$ cat config.mk
export PLATFORM = sky130hd
export DESIGN_NAME = gf180mcu_clkgate_ctrl
export DESIGN_NICKNAME = d
export VERILOG_FILES = /design/src/rtl/gf180mcu_clkgate_pkg.sv /design/src/rtl/gf180mcu_clkgate_dncnt.sv /design/src/rtl/gf180mcu_clkgate_ctrl.sv
export SDC_FILE = /design/constraint.sdc
export NUM_CORES = 1
export LEC_CHECK = 0
export CAP_MARGIN = 10
export CORE_MARGIN = 4
export CORE_UTILIZATION = 52
export CTS_CLUSTER_SIZE = 10
export DETAILED_ROUTE_END_ITERATION = 16
export PLACE_DENSITY = 0.75
export SYNTH_ARGS = -nofsm -noshare
export SYNTH_HDL_FRONTEND = slang
export SYNTH_HIERARCHICAL = 1
export SYNTH_SLANG_ARGS = --single-unit
$ cat constraint.sdc
create_clock -name CLK -period 2.7 [get_ports CLK]
set_input_delay 0.54 -clock CLK [delete_from_list [all_inputs] [get_ports CLK]]
set_output_delay 0.54 -clock CLK [all_outputs]
set_load 0.1 [all_outputs]
$ cat src/rtl/gf180mcu_clkgate_pkg.sv
`default_nettype none
// ============================================================================
// Module   : gf180mcu_clkgate_pkg
// Purpose  : Shared types and constants for the clock-gate sink controller.
// Revision : 1.0 - initial release
// ============================================================================
package gf180mcu_clkgate_pkg;

    localparam int STATE_W = 2;
    localparam int STATS_W = 16;

    typedef enum logic [STATE_W-1:0] {
        S_OFF   = 2'd0,
        S_WAKE  = 2'd1,
        S_ON    = 2'd2,
        S_DRAIN = 2'd3
    } clkgate_state_e;

endpackage : gf180mcu_clkgate_pkg
`default_nettype wire

$ cat src/rtl/gf180mcu_clkgate_dncnt.sv
`default_nettype none
// ============================================================================
// Module   : gf180mcu_clkgate_dncnt
// Purpose  : Loadable down-counter with zero flag; holds at zero.
// Revision : 1.0 - initial release
// ============================================================================
module gf180mcu_clkgate_dncnt #(
    parameter int CNT_W = 8
) (
    input  logic             CLK,
    input  logic             RN,
    input  logic             LOAD,
    input  logic [CNT_W-1:0] LOAD_VAL,
    input  logic             DEC,
    output logic             ZERO
);

    logic [CNT_W-1:0] r_cnt;

    always_ff @(posedge CLK) begin
        if (!RN) begin
            r_cnt <= '0;
        end else if (LOAD) begin
            r_cnt <= LOAD_VAL;
        end else if (DEC && (r_cnt != '0)) begin
            r_cnt <= r_cnt - 1'b1;
        end
    end

    assign ZERO = (r_cnt == '0);

endmodule : gf180mcu_clkgate_dncnt
`default_nettype wire

$ cat src/rtl/gf180mcu_clkgate_ctrl.sv
`default_nettype none
// ============================================================================
// Module   : gf180mcu_clkgate_ctrl
// Purpose  : Sink-side REQ/ACK clock-gate controller with wake settle and
//            idle auto-gating. GF180_CLKGATE_STATS_EN adds a wake counter.
// Revision : 1.0 - initial release
// ============================================================================
module gf180mcu_clkgate_ctrl
    import gf180mcu_clkgate_pkg::*;
#(
    parameter int WAKE_CYC = 4,
    parameter int IDLE_CYC = 16,
    parameter int CNT_W    = 8
) (
    input  logic               CLK,
    input  logic               RN,
    input  logic               REQ,
    input  logic               BUSY,
    input  logic               FORCE_ON,
    output logic               CLKEN,
    output logic               ACK,
    output logic [STATE_W-1:0] STATE
`ifdef GF180_CLKGATE_STATS_EN
    ,
    output logic [STATS_W-1:0] WAKE_CNT
`endif
);

    localparam logic [CNT_W-1:0] c_WAKE_LOAD = CNT_W'(WAKE_CYC - 1);
    localparam logic [CNT_W-1:0] c_IDLE_LOAD = CNT_W'(IDLE_CYC - 1);

    clkgate_state_e   r_state;
    clkgate_state_e   w_next_state;
    logic             r_clken;
    logic             r_ack;
    logic             w_load;
    logic             w_dec;
    logic             w_cnt_zero;
    logic [CNT_W-1:0] w_load_val;

    gf180mcu_clkgate_dncnt #(
        .CNT_W (CNT_W)
    ) u_dncnt (
        .CLK      (CLK),
        .RN       (RN),
        .LOAD     (w_load),
        .LOAD_VAL (w_load_val),
        .DEC      (w_dec),
        .ZERO     (w_cnt_zero)
    );

    always_comb begin
        w_next_state = r_state;
        w_load       = 1'b0;
        w_dec        = 1'b0;
        w_load_val   = c_IDLE_LOAD;
        case (r_state)
            S_OFF: begin
                if (REQ) begin
                    w_next_state = S_WAKE;
                    w_load       = 1'b1;
                    w_load_val   = c_WAKE_LOAD;
                end
            end
            S_WAKE: begin
                if (!REQ) begin
                    w_next_state = S_DRAIN;
                    w_load       = 1'b1;
                end else if (w_cnt_zero) begin
                    w_next_state = S_ON;
                end else begin
                    w_dec = 1'b1;
                end
            end
            S_ON: begin
                if (!REQ && !BUSY) begin
                    w_next_state = S_DRAIN;
                    w_load       = 1'b1;
                end
            end
            S_DRAIN: begin
                // Clock is still running, so a new request skips the wake delay.
                if (REQ) begin
                    w_next_state = S_ON;
                end else if (BUSY) begin
                    w_load = 1'b1;
                end else if (w_cnt_zero) begin
                    w_next_state = S_OFF;
                end else begin
                    w_dec = 1'b1;
                end
            end
            default: begin
                w_next_state = S_OFF;
            end
        endcase
    end

    always_ff @(posedge CLK) begin
        if (!RN) begin
            r_state <= S_OFF;
            r_clken <= 1'b0;
            r_ack   <= 1'b0;
        end else begin
            r_state <= w_next_state;
            r_clken <= (w_next_state != S_OFF) | FORCE_ON;
            r_ack   <= (w_next_state == S_ON);
        end
    end

    assign CLKEN = r_clken;
    assign ACK   = r_ack;
    assign STATE = r_state;

`ifdef GF180_CLKGATE_STATS_EN
    logic [STATS_W-1:0] r_wake_cnt;

    always_ff @(posedge CLK) begin
        if (!RN) begin
            r_wake_cnt <= '0;
        end else if ((r_state == S_OFF) && (w_next_state == S_WAKE) && (r_wake_cnt != '1)) begin
            r_wake_cnt <= r_wake_cnt + 1'b1;
        end
    end

    assign WAKE_CNT = r_wake_cnt;
`endif

endmodule : gf180mcu_clkgate_ctrl
`default_nettype wire

==> flow_summary.yaml, run 1 <==
global_route:
  track_usage_pct: 19.0
  grt_max_degree: 14
  antenna_found_initial: 0
  grt_overflow: 0
  grt_pass1_vias: 638
  grt_first_pass_wirelength_mm: 2.86
clock_tree:
  holdBufCountCts: 0
  cts_tree: "done"
  cts-buffers-inserted: 3
  clkSinkCount: 12
  clk_latency_ns: 0.27
  ctsRootBufferMaster: "clkbuf_4"
  htree_num_levels: 1
  postCtsResizedCells: 0
  post-cts-setup-buffers: 0
  clk_pin_slew_worst_paths_ns: 0.08
  clock_path_buffers: 2
sta:
  report.final.setup_viol: 0
  whs_ns: 0.522
  fmax_ghz: 0.402
  min_period_ns: 2.49
  tightestPinTransition_ns: 0.610
  finalHoldViolCount: 0
  slew_headroom_pct: 59.3
  skew_ns: 0.00133
  rsz0062_at_grt: "false"
  finalCritPeriodShare_pct: 92.1
  slew_viol_final: 0
yosys:
  yosys-top-cells-area: "dfxtp_1 (32%), a21oi_1 (4.7%), xnor2_1 (4.7%)"
  ys_ff_latch: 12
  yosysUniqueCellTypes: 37
  yosys_warnings: 6
  synth_flop_cell: "dfxtp_1"
  synth-async-reset-ratio_pct: 0
  avgSynthCellArea_um2: 8.50
  netlist.area_leader.share_pct: 32.1
  synth_area_leader_cell: "dfxtp_1"
  synth-edff-count: 0
  yosysSeqAreaShare_pct: 32.1
  syn_inst: 88
  syn_area_um2: 748
status:
  outcome: "complete, no violations"
final_layout:
  syn2layout_area_growth_pct: 25.1
  final_common_cell: "buf_4"
  layout_common_cells: "buf_4 (12), dfxtp_1 (10), a21oi_1 (7)"
  diodes: 0
  fin_nets: 117
  drive_gt1_share_pct: 23.9
floorplan:
  die_w_um: 45.9
  start_util_pct: 56.1
  core.rowCount: 13
  dieHeight_um: 45.9
  ios: 9
  die_area_um2: 2110
  core_area_um2: 1330
worst_setup_path:
  required_ns: 2.87
  cpLargestDelayFamily: "simple AND/OR/NAND/NOR gates"
  critPathLaunch: "REQ"
  crit-reg2reg-launch: "u_dncnt/r_cnt[0]"
  slowest_delay_ns: 0.51
  crit_buf_inv: 1
  cp_slowest_cell: "or3b_2"
  crit_chain: "clkdlybuf4s50_1 -> nor3b_2 -> nor2_1 -> nor3b_1 -> or3b_2 -> nor3_1 -> mux2i_1 -> a21oi_1"
  worstPathArrival_ns: 2.65
  path_class: "input pin to flip-flop"
  startpoint_type: "input pin"
  cp_max_fo: 3
  cp-end-kind: "flip-flop"
power_and_ir_drop:
  pwr-share-clk_pct: 23.4
  seqPwrFrac_pct: 37.5
  ir_drop_uv: 472
  comb_power_share_pct: 39.1
  fin_total_pwr_w: 0.000623
  swShare_pct: 38.4
  switchingPower_w: 0.000239
  intPower_w: 0.000384
  p_per_area_nw_per_um2: 665
  p_leak_nw: 0.380
drt:
  top_layer_used: "met4"
  viasPerCell: 5.63
  ant_nets: 0
  firstDrtPassIters: 4
  drtIter0Drc: 16
  via_count: 698
  avgRoutedWirePerCell_um: 13.6
  finalWirelength_mm: 1.69
  drc: 0
  m1WireLength_um: 778
  met3_length_um: 80
  met2WireLength_um: 801
placement:
  port_buffers: 8
  gp_congestion: 0.792
  dpl.hpwl_mm: 1.28
flow_run:
  maxCapViolCount: 0
min_path:
  hold_path.class: "flip-flop to flip-flop"
  min-delay-start: "u_dncnt/r_cnt[5]"
## cell families (layout without fill, tap and decap cells)
| family | after synthesis | count (layout) | synth area share (%) |
|---|---|---|---|
| AO/OA/AOI/OAI | 25 | 25 | 24.1 |
| XOR/XNOR | 4 | 4 | 4.68 |
| multiplexers | 1 | 1 | 1.34 |
| AND/OR/NAND/NOR | 34 | 34 | 28.9 |
| buffers and inverters | 8 | 25 | 4.51 |
| other | 2 | 6 | 1.00 |
| adder cells (fa/ha/maj) | 2 | 2 | 3.34 |
| flip-flops | 12 | 12 | 32.1 |
## stage by stage
stage	setup slack (ns)	instances	area, um2	setup TNS (ns)	utilization [%]
finish	0.214	124	936	0	70.2
global route	0.0887	124	936	0	70.2
CTS	0.231	124	936	0	70.2
detailed placement	-0.0551	120	900	-0.0582	67.4
global placement	0.0438	120	900	0	67.4
floorplan	0.107	92	766	0	-
## routing by layer
metal,track usage (%),vias to the layer above
met2,29.4,17
li1,-,359
met1,25.4,318
met3,3.56,4
met4,8.52,0
met5,0,-
## path summary, 6_finish.rpt
check / to / slack (ns) / depth (start not counted)
max: u_dncnt/r_cnt[7] / 0.21 / 8
min: u_dncnt/r_cnt[5] / 0.52 / 2
min reg2reg: u_dncnt/r_cnt[5] / 0.52 / 2
max reg2reg: u_dncnt/r_cnt[7] / 0.27 / 9
## power by group through the flow
| stage | combinational, W | clock [W] | sequential, W |
|---|---|---|---|
| finish | 0.000244 | 0.000146 | 0.000233 |
| global route | 0.000265 | 0.000162 | 0.000238 |
| CTS | 0.000243 | 0.000152 | 0.000233 |
| detailed placement | 0.000241 | 0 | 0.000237 |
| global placement | 0.000235 | 0 | 0.000236 |
| floorplan | 0.000139 | 0 | 0.000273 |
## sequential cells by signal, indices dropped and copies added, names as in the netlist
register,cells
ACK,1
CLKEN,1
STATE,2
u_dncnt/r_cnt,8
## worst min-delay path, delay by kind of cell, from the launching register on
kind | cells | cell delay [ns]
AO/OA/AOI/OAI | 2 | 0.16
flip-flops | 1 | 0.33
## area by class of cell
type	instances	area, um2
Multi-Input combinational cell	72	489
Fill cell	118	398
Sequential cell	12	243
Timing Repair Buffer	16	130
Clock buffer	4	36.3
Inverter	5	18.8
Tap cell	15	18.8
## cell usage after synthesis, types with 2 or more instances
| cell | number |
|---|---|
| dfxtp_1 | 12 |
| a21oi_1 | 7 |
| nor2_1 | 6 |
| o21ai_0 | 6 |
| and2_1 | 4 |
| inv_1 | 4 |
| nor3b_1 | 4 |
| o31ai_1 | 4 |
| xnor2_1 | 4 |
| nand2b_1 | 3 |
| a31oi_1 | 2 |
| conb_1 | 2 |
| ha_1 | 2 |
| nand2_1 | 2 |
| nand3_1 | 2 |
| nor3_1 | 2 |
| or4_1 | 2 |
(Power assumes the default switching activity.)
==> inputs of run 2 (changes only) <==
--- a/config.mk
+++ b/config.mk
@@ -5,12 +5,13 @@
 export SDC_FILE = /design/constraint.sdc
 export NUM_CORES = 1
 export LEC_CHECK = 0
+export ABC_CLOCK_PERIOD_IN_PS = 3200
 export CAP_MARGIN = 10
 export CORE_MARGIN = 4
-export CORE_UTILIZATION = 52
+export CORE_UTILIZATION = 55
 export CTS_CLUSTER_SIZE = 10
 export DETAILED_ROUTE_END_ITERATION = 16
-export PLACE_DENSITY = 0.75
+export PLACE_DENSITY = 0.79
 export SYNTH_ARGS = -nofsm -noshare
 export SYNTH_HDL_FRONTEND = slang
 export SYNTH_HIERARCHICAL = 1
==> constraint.sdc (replaced) <==
create_clock -name CLK -period 3.2 [get_ports CLK]
set_input_delay 0.64 -clock CLK [delete_from_list [all_inputs] [get_ports CLK]]
set_output_delay 0.64 -clock CLK [all_outputs]
set_load 0.1 [all_outputs]
==> flow_summary.yaml, run 2 (same netlist as run 1, synthesis figures left out) <==
status:
  outcome: "complete, no violations"
clock_tree:
  clock_path_buffers: 2
  holdBufCountCts: 0
  postCtsResizedCells: 0
  clk_pin_slew_worst_paths_ns: 0.08
  cts_tree: "done"
  post-cts-setup-buffers: 0
  cts-buffers-inserted: 3
  clkSinkCount: 12
  ctsRootBufferMaster: "clkbuf_4"
  clk_latency_ns: 0.27
  htree_num_levels: 1
worst_setup_path:
  required_ns: 3.42
  path_class: "input pin to flip-flop"
  cp_max_fo: 8
  worstPathArrival_ns: 2.88
  cp-end-kind: "flip-flop"
  crit_chain: "clkdlybuf4s50_1 -> nor3b_2 -> nor2_1 -> nor3b_1 -> buf_4 -> o41ai_4 -> or4b_2 -> nand3_1"
  reg2reg_setup_slack_ns: 0.87
  startpoint_type: "input pin"
  cp_slowest_cell: "or4b_2"
  critPathLaunch: "REQ"
  crit-reg2reg-launch: "u_dncnt/r_cnt[0]"
  slowest_delay_ns: 0.66
final_layout:
  layout_common_cells: "dfxtp_1 (12), a21oi_1 (7)"
  fin_nets: 111
  diodes: 0
  syn2layout_area_growth_pct: 18.7
  final_common_cell: "dfxtp_1"
  regMostFlops: "u_dncnt/r_cnt"
  fill_cells: 100
  largest_register_ffs: 8
  drive_gt1_share_pct: 17.5
  stdcell_count: 118
  fin_area_um2: 888
floorplan:
  die_area_um2: 2010
  dieHeight_um: 44.9
  core_area_um2: 1280
  die_w_um: 44.9
  start_util_pct: 58.2
  ios: 9
  core.rowCount: 13
drt:
  avgRoutedWirePerCell_um: 13.2
  ant_nets: 0
  finalWirelength_mm: 1.56
  firstDrtPassIters: 4
  viasPerCell: 5.76
  drc: 0
  via_count: 680
  drtIter0Drc: 27
global_route:
  grt_pass1_vias: 619
  grt_max_degree: 15
  track_usage_pct: 18.0
  grtUsageMet3_pct: 2.39
  met2_usage_pct: 30.1
  busiest_layer: "met2"
  grt_util_met1_pct: 23.5
  antenna_found_initial: 0
  grt_first_pass_wirelength_mm: 2.65
  grt_overflow: 0
power_and_ir_drop:
  p_leak_nw: 0.350
  ir_drop_uv: 358
  fin_total_pwr_w: 0.000513
  p_per_area_nw_per_um2: 577
sta:
  rsz0062_at_grt: "false"
  slew_viol_final: 0
  skew_ns: 0.00155
  report.final.setup_viol: 0
  finalCritPeriodShare_pct: 83.3
  min_period_ns: 2.67
  tns_ns: 0
  fmax_ghz: 0.375
  tightestPinTransition_ns: 0.506
  slew_headroom_pct: 65.9
  finalHoldViolCount: 0
placement:
  placed_cell_area_um2: 852
  dpl.hpwl_mm: 1.18
  gp_congestion: 0.811
  port_buffers: 8
  dpl.cell_count: 114
min_path:
  hold_path.class: "flip-flop to flip-flop"
  min-delay-start: "u_dncnt/r_cnt[5]"
flow_run:
  maxCapViolCount: 0
-- run 2: cell types whose count changed in the layout (fill, tap and decap cells not counted), sizes merged --
cell,previous run,this run
buf,12,6
-- run 2: final timing paths --
path                      endpoint  cells after the start
setup / recovery  u_dncnt/r_cnt[1]                      8
hold / removal    u_dncnt/r_cnt[5]                      2
setup reg to reg  u_dncnt/r_cnt[1]                      9
hold reg to reg   u_dncnt/r_cnt[5]                      2
-- run 2: layout make-up --
cell class                      count  area [um2]  share of cell area [%]
Multi-Input combinational cell     72         489                    55.1
Clock buffer                        4        36.3                    4.08
Timing Repair Buffer               10        85.1                    9.58
Sequential cell                    12         240                    27.0
Tap cell                           15        18.8                    2.11
Inverter                            5        18.8                    2.11
-- run 2: worst max-delay path, delay by kind of cell --
family	cells	cell delay, ns
simple gates	5	1.39
buf+inv	2	0.73
compound gates	1	0.12
-- run 2: where the power goes --
group	internal [W]	switching, W
clock network	0.0000691	0.0000522
logic	0.0000751	0.000119
registers	0.000171	0.0000261
-- run 2: per-stage QoR --
stage | hold slack, ns | utilization [%] | worst slack, ns
2_1_floorplan | 0.468 | - | 0.240
3_3_place_gp | 0.498 | 66.3 | 0.360
3_5_place_dp | 0.506 | 66.3 | 0.304
4_1_cts | 0.518 | 69.1 | 0.580
5_1_grt | 0.555 | 69.1 | 0.375
6_report | 0.520 | 69.1 | 0.534
-- run 2: metal layers --
layer	vias to the layer above	share of wire (%)
met5	-	0
met4	0	0
met2	24	49
met1	313	46
li1	343	-
met3	0	4.9
==> inputs of run 3 (changes only) <==
--- a/config.mk
+++ b/config.mk
@@ -5,13 +5,13 @@
 export SDC_FILE = /design/constraint.sdc
 export NUM_CORES = 1
 export LEC_CHECK = 0
-export ABC_CLOCK_PERIOD_IN_PS = 3200
+export ABC_CLOCK_PERIOD_IN_PS = 2550
 export CAP_MARGIN = 10
 export CORE_MARGIN = 4
-export CORE_UTILIZATION = 55
+export CORE_UTILIZATION = 52
 export CTS_CLUSTER_SIZE = 10
 export DETAILED_ROUTE_END_ITERATION = 16
-export PLACE_DENSITY = 0.79
+export PLACE_DENSITY = 0.75
 export SYNTH_ARGS = -nofsm -noshare
 export SYNTH_HDL_FRONTEND = slang
 export SYNTH_HIERARCHICAL = 1
==> constraint.sdc (replaced) <==
create_clock -name CLK -period 2.55 [get_ports CLK]
set_input_delay 0.51 -clock CLK [delete_from_list [all_inputs] [get_ports CLK]]
set_output_delay 0.51 -clock CLK [all_outputs]
set_load 0.1 [all_outputs]
==> flow_summary.yaml, run 3 (same netlist as run 1, synthesis figures left out) <==
status:
  outcome: "complete, no violations"
final_layout:
  regMostFlops: "u_dncnt/r_cnt"
  diodes: 0
  fin_nets: 118
  final_common_cell: "buf_4"
  layout_common_cells: "buf_4 (13), dfxtp_1 (10), a21oi_1 (7)"
  largest_register_ffs: 8
  syn2layout_area_growth_pct: 25.1
  fill_cells: 114
  drive_gt1_share_pct: 23.6
  fin_area_um2: 936
sta:
  report.final.setup_viol: 0
  fin_ws_ns: 0.219
  fmax_ghz: 0.429
  rsz0062_at_grt: "false"
  whs_ns: 0.508
  tns_ns: 0
  finalCritPeriodShare_pct: 91.4
  min_period_ns: 2.33
  skew_ns: 0.00914
  finalHoldViolCount: 0
  slew_viol_final: 0
worst_setup_path:
  cp_slowest_cell: "or3b_2"
  cp_max_fo: 3
  crit_chain: "clkdlybuf4s50_1 -> nor3b_2 -> nor2_1 -> nor3b_1 -> or3b_2 -> nor3_1 -> mux2i_1 -> a21oi_1"
  cpLargestDelayFamily: "simple AND/OR/NAND/NOR gates"
  crit_buf_inv: 1
  reg2reg_setup_slack_ns: 0.26
  cp-end-kind: "flip-flop"
  worstPathArrival_ns: 2.48
  required_ns: 2.70
  startpoint_type: "input pin"
  slowest_delay_ns: 0.49
  path_class: "input pin to flip-flop"
clock_tree:
  ctsRootBufferMaster: "clkbuf_4"
  holdBufCountCts: 0
  cts_tree: "done"
  cts-buffers-inserted: 3
  post-cts-setup-buffers: 0
  clk_pin_slew_worst_paths_ns: 0.07
  clk_latency_ns: 0.28
  clock_path_buffers: 2
  postCtsResizedCells: 0
  htree_num_levels: 1
  clkSinkCount: 12
floorplan:
  dieHeight_um: 45.9
  core_area_um2: 1330
  die_area_um2: 2110
  start_util_pct: 56.1
  core.rowCount: 13
  ios: 9
  die_w_um: 45.9
drt:
  ant_nets: 0
  drc: 0
  firstDrtPassIters: 4
  avgRoutedWirePerCell_um: 12.8
  via_count: 701
  finalWirelength_mm: 1.60
  viasPerCell: 5.61
  drtIter0Drc: 17
min_path:
  hold_path.class: "flip-flop to flip-flop"
power_and_ir_drop:
  fin_total_pwr_w: 0.000624
  pwr-share-clk_pct: 19.9
  p_leak_nw: 0.379
  comb_power_share_pct: 40.6
  intPower_w: 0.000379
  seqPwrFrac_pct: 39.5
  switchingPower_w: 0.000245
  swShare_pct: 39.3
  ir_drop_uv: 470
  p_per_area_nw_per_um2: 666
placement:
  post-place-ws_ns: -0.0548
  dpl.hpwl_mm: 1.20
  placed_cell_area_um2: 910
  gp_congestion: 0.822
  port_buffers: 8
global_route:
  grt_first_pass_wirelength_mm: 2.75
  grt_pass1_vias: 625
  track_usage_pct: 18.0
  grt_max_degree: 14
  grt_overflow: 0
  antenna_found_initial: 0
flow_run:
  maxCapViolCount: 0
[run 3: cell types whose count changed in the layout (fill, tap and decap cells not counted)]
cell,before,now
clkbuf_8,1,0
dfxtp_1,12,10
dfxtp_2,0,1
dfxtp_4,0,1
buf_4,6,13
clkbuf_1,0,1
[run 3: cell type report]
class / count / area (um2) / share of cell area [%]
inverter: 5 / 18.8 / 2.01
tap: 15 / 18.8 / 2.01
multi-input combinational: 72 / 489 / 52.3
sequential: 12 / 245 / 26.2
clock buffer: 4 / 26.3 / 2.81
timing repair buffer: 17 / 138 / 14.7
[run 3: stage by stage]
| step | std cells | utilization [%] |
|---|---|---|
| finish | 125 | 70.2 |
| global route | 125 | 70.2 |
| CTS | 125 | 70.2 |
| detailed placement | 121 | 68.2 |
| global placement | 121 | 68.2 |
| floorplan | 92 | - |
[run 3: power groups by stage]
stage,sequential (W),clock (W),combinational [W]
6_report,0.000246,0.000124,0.000253
3_3_place_gp,0.000251,0,0.000248
2_1_floorplan,0.000289,0,0.000147
3_5_place_dp,0.000250,0,0.000251
5_1_grt,0.000251,0.000141,0.000279
4_1_cts,0.000246,0.000129,0.000253
[run 3: worst reg2reg max path: stages, from the launching register on]
cell	delay [ns]
dfxtp_1	0.39
inv_1	0.08
ha_1	0.21
inv_1	0.13
nor4_1	0.09
nor3b_1	0.27
or3b_2	0.49
nor3_1	0.22
mux2i_1	0.21
a21oi_1	0.08
[run 3: layer usage]
layer / up-vias / wire [um] / track usage [%]
li1: 359 / - / -
met1: 325 / 791 / 24.6
met2: 12 / 697 / 25.5
met3: 5 / 69 / 3.95
met4: 0 / 38 / 10.2
met5: - / 0 / 0
[run 3: worst paths after layout]
| check | from | endpoint | depth (start not counted) |
|---|---|---|---|
| hold reg to reg | u_dncnt/r_cnt[5] | u_dncnt/r_cnt[5] | 2 |
| setup / recovery | REQ | u_dncnt/r_cnt[7] | 8 |
| setup reg to reg | u_dncnt/r_cnt[0] | u_dncnt/r_cnt[7] | 9 |
| hold / removal | u_dncnt/r_cnt[5] | u_dncnt/r_cnt[5] | 2 |
